### config.mk
export PLATFORM = sky130hd
export DESIGN_NAME = counter_sequencer_flat
export DESIGN_NICKNAME = d
export VERILOG_FILES = /design/src/rtl/counter_sequencer_pkg.sv /design/src/rtl/counter_sequencer_if.sv /design/src/rtl/counter_sequencer_tick_prescaler.sv /design/src/rtl/counter_sequencer.sv /design/src/flat_wrapper.sv
export SDC_FILE = /design/constraint.sdc
export NUM_CORES = 1
export LEC_CHECK = 0
export CAP_MARGIN = 30
export CORE_ASPECT_RATIO = 1.5
export CORE_MARGIN = 5
export CORE_UTILIZATION = 45
export CTS_BUF_LIST = sky130_fd_sc_hd__clkbuf_4 sky130_fd_sc_hd__clkbuf_8
export CTS_CLUSTER_DIAMETER = 120
export DETAILED_ROUTE_END_ITERATION = 16
export PLACE_DENSITY = 0.64
export SLEW_MARGIN = 25
export SYNTH_ARGS = -nofsm -noshare
export SYNTH_HDL_FRONTEND = slang
export SYNTH_SLANG_ARGS = --single-unit
### constraint.sdc
create_clock -name clk -period 3.41 [get_ports clk]
set_input_delay 0.682 -clock clk [delete_from_list [all_inputs] [get_ports clk]]
set_output_delay 0.682 -clock clk [all_outputs]
set_load 0.05 [all_outputs]
### src/rtl/counter_sequencer_pkg.sv
// Shared definitions for the board counter sequencer: state encoding,
// count width and the default prescaler terminal value.
package counter_pkg;

  localparam logic [1:0] IDLE  = 2'd0;
  localparam logic [1:0] RUN   = 2'd1;
  localparam logic [1:0] PAUSE = 2'd2;
  localparam logic [1:0] DONE  = 2'd3;

  typedef enum logic [1:0] {
    ST_IDLE  = IDLE,
    ST_RUN   = RUN,
    ST_PAUSE = PAUSE,
    ST_DONE  = DONE
  } seq_state_t;

  localparam int COUNT_W       = 4;
  localparam int DIV_WIDTH_DEF = 27;
  localparam int DIV_MAX_DEF   = 2**27 - 1;

endpackage

### src/rtl/counter_sequencer_if.sv
// Command and status bundle between the board controls and the sequencer.
// master drives commands and watches status; slave is the sequencer side.
interface counter_sequencer_if;
  import counter_pkg::*;

  logic               clr;
  logic               start;
  logic               stop;
  logic               load;
  logic [COUNT_W-1:0] load_val;
  logic               up_dn;
  logic               one_shot;
  logic [COUNT_W-1:0] count;
  logic               tick;
  logic               running;
  logic               done;

  modport master (
    output clr, start, stop, load, load_val, up_dn, one_shot,
    input  count, tick, running, done
  );

  modport slave (
    input  clr, start, stop, load, load_val, up_dn, one_shot,
    output count, tick, running, done
  );

endinterface

### src/rtl/counter_sequencer_tick_prescaler.sv
// Free-running prescaler: counts enabled cycles 0..DIV_MAX and flags the
// terminal cycle combinationally on wrap. sync_clr overrides en.
module tick_prescaler #(
  parameter int DIV_WIDTH = 27,
  parameter int DIV_MAX   = 2**27 - 1
) (
  input  logic clk,
  input  logic rst_n,
  input  logic en,
  input  logic sync_clr,
  output logic wrap
);

  localparam logic [DIV_WIDTH-1:0] TERM = DIV_WIDTH'(DIV_MAX);

  logic [DIV_WIDTH-1:0] cnt;

  assign wrap = en && (cnt == TERM);

  always_ff @(posedge clk or negedge rst_n) begin
    if (!rst_n) begin
      cnt <= '0;
    end else if (sync_clr) begin
      cnt <= '0;
    end else if (en) begin
      cnt <= (cnt == TERM) ? '0 : cnt + 1'b1;
    end
  end

endmodule

### src/rtl/counter_sequencer.sv
// Run-control sequencer for the 4-bit board counter: prescaled up/down count
// with wrap or one-shot stop, driven by clr/load/stop/start commands.
module counter_sequencer
  import counter_pkg::*;
#(
  parameter int DIV_WIDTH = DIV_WIDTH_DEF,
  parameter int DIV_MAX   = DIV_MAX_DEF
) (
  input  logic               clk,
  input  logic               rst_n,
  counter_sequencer_if.slave bus
);

  seq_state_t         state_q, state_d;
  logic [COUNT_W-1:0] count_q, count_d;
  logic               tick_q, tick_d;
  logic               running_q, done_q;
  logic               presc_en, presc_clr, presc_wrap;
  logic               go;
  logic [COUNT_W-1:0] count_step;
  logic               at_terminal;

  tick_prescaler #(
    .DIV_WIDTH (DIV_WIDTH),
    .DIV_MAX   (DIV_MAX)
  ) u_presc (
    .clk      (clk),
    .rst_n    (rst_n),
    .en       (presc_en),
    .sync_clr (presc_clr),
    .wrap     (presc_wrap)
  );

  // stop always beats start when both are high
  assign go          = bus.start && !bus.stop;
  assign count_step  = bus.up_dn ? count_q + 1'b1 : count_q - 1'b1;
  assign at_terminal = bus.up_dn ? (count_step == '1) : (count_step == '0);

  always_comb begin
    state_d   = state_q;
    count_d   = count_q;
    tick_d    = 1'b0;
    presc_en  = 1'b0;
    presc_clr = 1'b0;

    if (bus.clr) begin
      count_d   = '0;
      presc_clr = 1'b1;
      state_d   = ST_IDLE;
    end else if (bus.load) begin
      // load owns count and prescaler; start/stop still steer the state
      count_d   = bus.load_val;
      presc_clr = 1'b1;
      unique case (state_q)
        ST_RUN:   if (bus.stop) state_d = ST_PAUSE;
        ST_DONE:  state_d = go ? ST_RUN : ST_IDLE;
        default:  if (go) state_d = ST_RUN;
      endcase
    end else begin
      unique case (state_q)
        ST_IDLE: begin
          if (go) begin
            presc_clr = 1'b1;
            state_d   = ST_RUN;
          end
        end
        ST_RUN: begin
          if (bus.stop) begin
            state_d = ST_PAUSE;
          end else begin
            presc_en = 1'b1;
            if (presc_wrap) begin
              count_d = count_step;
              tick_d  = 1'b1;
              if (bus.one_shot && at_terminal) state_d = ST_DONE;
            end
          end
        end
        ST_PAUSE: begin
          if (go) state_d = ST_RUN;
        end
        ST_DONE: begin
          if (go) begin
            count_d   = bus.up_dn ? '0 : '1;
            presc_clr = 1'b1;
            state_d   = ST_RUN;
          end
        end
        default: state_d = ST_IDLE;
      endcase
    end
  end

  always_ff @(posedge clk or negedge rst_n) begin
    if (!rst_n) begin
      state_q   <= ST_IDLE;
      count_q   <= '0;
      tick_q    <= 1'b0;
      running_q <= 1'b0;
      done_q    <= 1'b0;
    end else begin
      state_q   <= state_d;
      count_q   <= count_d;
      tick_q    <= tick_d;
      running_q <= (state_d == ST_RUN);
      done_q    <= (state_d == ST_DONE);
    end
  end

  assign bus.count   = count_q;
  assign bus.tick    = tick_q;
  assign bus.running = running_q;
  assign bus.done    = done_q;

endmodule

### src/flat_wrapper.sv
// flat-port wrapper written by rule: the top's interface ports become plain ports
module counter_sequencer_flat import counter_pkg::*;
#(
  parameter int DIV_WIDTH = DIV_WIDTH_DEF,
  parameter int DIV_MAX   = DIV_MAX_DEF
)
  (clk, rst_n, bus_clr, bus_start, bus_stop, bus_load, bus_load_val, bus_up_dn, bus_one_shot, bus_count, bus_tick, bus_running, bus_done);
  counter_sequencer_if bus_i ();
  input  logic clk;
  input  logic rst_n;
  input wire logic [$bits(bus_i.clr)-1:0] bus_clr;
  input wire logic [$bits(bus_i.start)-1:0] bus_start;
  input wire logic [$bits(bus_i.stop)-1:0] bus_stop;
  input wire logic [$bits(bus_i.load)-1:0] bus_load;
  input wire logic [$bits(bus_i.load_val)-1:0] bus_load_val;
  input wire logic [$bits(bus_i.up_dn)-1:0] bus_up_dn;
  input wire logic [$bits(bus_i.one_shot)-1:0] bus_one_shot;
  output wire logic [$bits(bus_i.count)-1:0] bus_count;
  output wire logic [$bits(bus_i.tick)-1:0] bus_tick;
  output wire logic [$bits(bus_i.running)-1:0] bus_running;
  output wire logic [$bits(bus_i.done)-1:0] bus_done;
  assign bus_i.clr = bus_clr;
  assign bus_i.start = bus_start;
  assign bus_i.stop = bus_stop;
  assign bus_i.load = bus_load;
  assign bus_i.load_val = bus_load_val;
  assign bus_i.up_dn = bus_up_dn;
  assign bus_i.one_shot = bus_one_shot;
  assign bus_count = bus_i.count;
  assign bus_tick = bus_i.tick;
  assign bus_running = bus_i.running;
  assign bus_done = bus_i.done;
  counter_sequencer #(.DIV_WIDTH(DIV_WIDTH), .DIV_MAX(DIV_MAX)) u_core (.clk(clk), .rst_n(rst_n), .bus(bus_i));
endmodule
==> flow_summary.ini <==
[outcome]
status = completed

[setup_path]
arrival_ns = 3.21
worstPathCellList = clkdlybuf4s50_1, inv_1, ha_1, xor2_1, mux2_2, nor4_1, a2111oi_0, o221a_1
endpoint_kind = register
start_kind = input port
path_class = in2reg
cp_max_fo = 8
slowest_stage = clkdlybuf4s50_1
cp_slowest_stage_delay_ns = 0.63
crit_required_ns = 3.59

[die]
die_area_um2 = 6680
coreArea_um2 = 5040
chipWidth_um = 68.4
io_pins = 19
die_h_um = 97.7
start_util = 0.457
placementRows = 32

[cells_and_area]
nets = 286
stdcell_area_um2 = 2670
n_antenna_cell = 0
fill_cells = 491
multiInputGateArea_um2 = 1320
seq_area_um2 = 901
drive_gt1_frac = 0.112
postLayoutCoreUtil = 0.528
syn2layout_area_growth_pct = 15.6

[route]
wire_per_inst_um = 15.5
route.detailed.drc = 0
vias = 1940
viasPerCell = 5.79
first_pass_iters = 5
drt_wl_total_um = 5200
drtIter0Drc = 137
ant_nets = 0

[clock_tree]
clock-sinks = 36
insertion_delay_ns = 0.29
clk_pin_slew_worst_paths_ns = 0.07
cts_buffers = 5
cts_tree = done
cts_resized = 0
cts_root_buf = clkbuf_8
cts_setup_buffers = 0
htreeDepth = 2
clockBufferDepth = 2
cts-hold-fix-buffers = 0

[logic_synthesis]
synthArstFlopShare = 1.00
synth.distinct_cells = 53
yosysSeqAreaShare = 0.391
syn_area_per_cell_um2 = 9.45
ys_ff_latch = 36
netlist_instances = 244
syn_nets = 264
synth_area_um2 = 2300
synthTopCellsByArea = dfrtp_1 39%, xor2_1 4.9%, nand4_1 4.3%
yosysTopAreaCellShare = 0.391
ys.flop_type = dfrtp_1
synth.most_common_cell = dfrtp_1
yosysWarnings = 0
synth-edff-count = 0
synth_top_area_cell = dfrtp_1
synth_common_cells = 36 x dfrtp_1, 21 x nor2_1, 17 x nand2_1

[sta]
hold_violations = 0
max_slew_margin = 0.451
timing.final.crit_share = 0.888
fmax_mhz = 330
tightest_slew_ns = 0.823
finalSetupViolations = 0
finClkSkew_ns = 0.00625
finalCriticalPeriod_ns = 3.03
final-max-slew-violation-count = 0
tns_ns = 0
setup_ws_ns = 0.380
rsz0062_at_grt = false

[power]
p_leak_nw = 1.10
p_per_area_nw_per_um2 = 368
finalPower_mw = 0.980
vdd_drop_max_mv = 0.285

[placed_design]
dp_slack_ns = 0.0981
post_dp_cell_area_um2 = 2570
port_buffers = 18
gp_congestion = 0.766
post-dp-hpwl_um = 3770

[global_routing]
grt_start_max_net_pins = 37
grt_pass1_wl_um = 9000
grt_pass1_vias = 1877
grt_usage = 0.175
grt_overflow_total = 0
antenna_found_initial = 0

[min_path]
hp-class = reg2reg

[run]
max-cap-violations = 0
-- state kept, by name, indices dropped and copies added (netlist names) --
name                flops
u_core.bus.running      1
u_core.u_presc.cnt     27
u_core.state_q          2
u_core.bus.count        4
u_core.bus.done         1
u_core.bus.tick         1
-- cell usage in the layout, fill, tap and decap left out, types with 7 or more instances in the layout --
cell / synthesis / layout
dfrtp_1: 36 / 36
nor2_1: 21 / 21
nand2_1: 17 / 17
clkdlybuf4s50_1: 0 / 17
nand4_1: 16 / 16
a21oi_1: 14 / 14
xor2_1: 13 / 13
inv_1: 11 / 11
nand3_1: 10 / 10
o21ai_0: 10 / 9
ha_1: 7 / 7
-- layer usage --
layer	GRT usage	up-vias	part of all wire
li1	-	955	-
met1	0.222	932	0.43
met2	0.283	43	0.50
met3	0.0359	10	0.047
met4	0.0628	0	0.019
met5	0	-	0
-- power by group --
part	leakage [nW]	switching (mW)	internal, mW
registers	0.497	0.0112	0.438
logic	0.555	0.121	0.0833
clock network	0.0523	0.146	0.181
total	1.10	0.278	0.702
-- worst max-delay path: cells and delay by family --
| kind | cells | cell delay (ns) |
|---|---|---|
| mux | 1 | 0.37 |
| xor+xnor | 1 | 0.22 |
| simple gates | 1 | 0.33 |
| buf+inv | 2 | 0.74 |
| fa+ha+maj | 1 | 0.35 |
| compound gates | 2 | 0.51 |
-- final timing paths --
check | slack [ns] | end | cells after the start | start
setup / recovery | 0.38 | u_core.bus.running | 8 | bus_up_dn
hold / removal | 0.48 | u_core.u_presc.cnt[19] | 1 | u_core.u_presc.cnt[19]
setup reg to reg | 0.90 | u_core.bus.running | 7 | u_core.bus.count[0]
hold reg to reg | 0.48 | u_core.u_presc.cnt[19] | 1 | u_core.u_presc.cnt[19]
max in group asynchronous | 2.40 | u_core.bus.count[1] | 1 | rst_n
min in group asynchronous | 0.49 | u_core.state_q[1] | 1 | rst_n
-- logic make-up (layout without fill, tap and decap cells) --
| group | count (synthesis) | in the layout | synth area share |
|---|---|---|---|
| AND/OR/NAND/NOR | 101 | 101 | 0.255 |
| AO/OA/AOI/OAI | 58 | 58 | 0.180 |
| flip-flops | 36 | 36 | 0.391 |
| buffers and inverters | 20 | 43 | 0.0364 |
| XOR/XNOR | 14 | 14 | 0.0532 |
| adder cells (fa/ha/maj) | 8 | 8 | 0.0467 |
| multiplexers | 7 | 7 | 0.0380 |
-- final cells by class --
cell class,count,area share
timing repair buffer,24,0.0826
tap,68,0.0319
inverter,11,0.0155
clock buffer,8,0.0366
sequential,36,0.338
multi-input combinational,188,0.495
-- stage by stage --
stage               instances  hold slack [ns]
floorplan                 244            0.386
global placement          327            0.468
detailed placement        327            0.472
CTS                       335            0.479
global route              335            0.498
finish                    335            0.479
No activity file was read; power rests on OpenSTA's default activity.
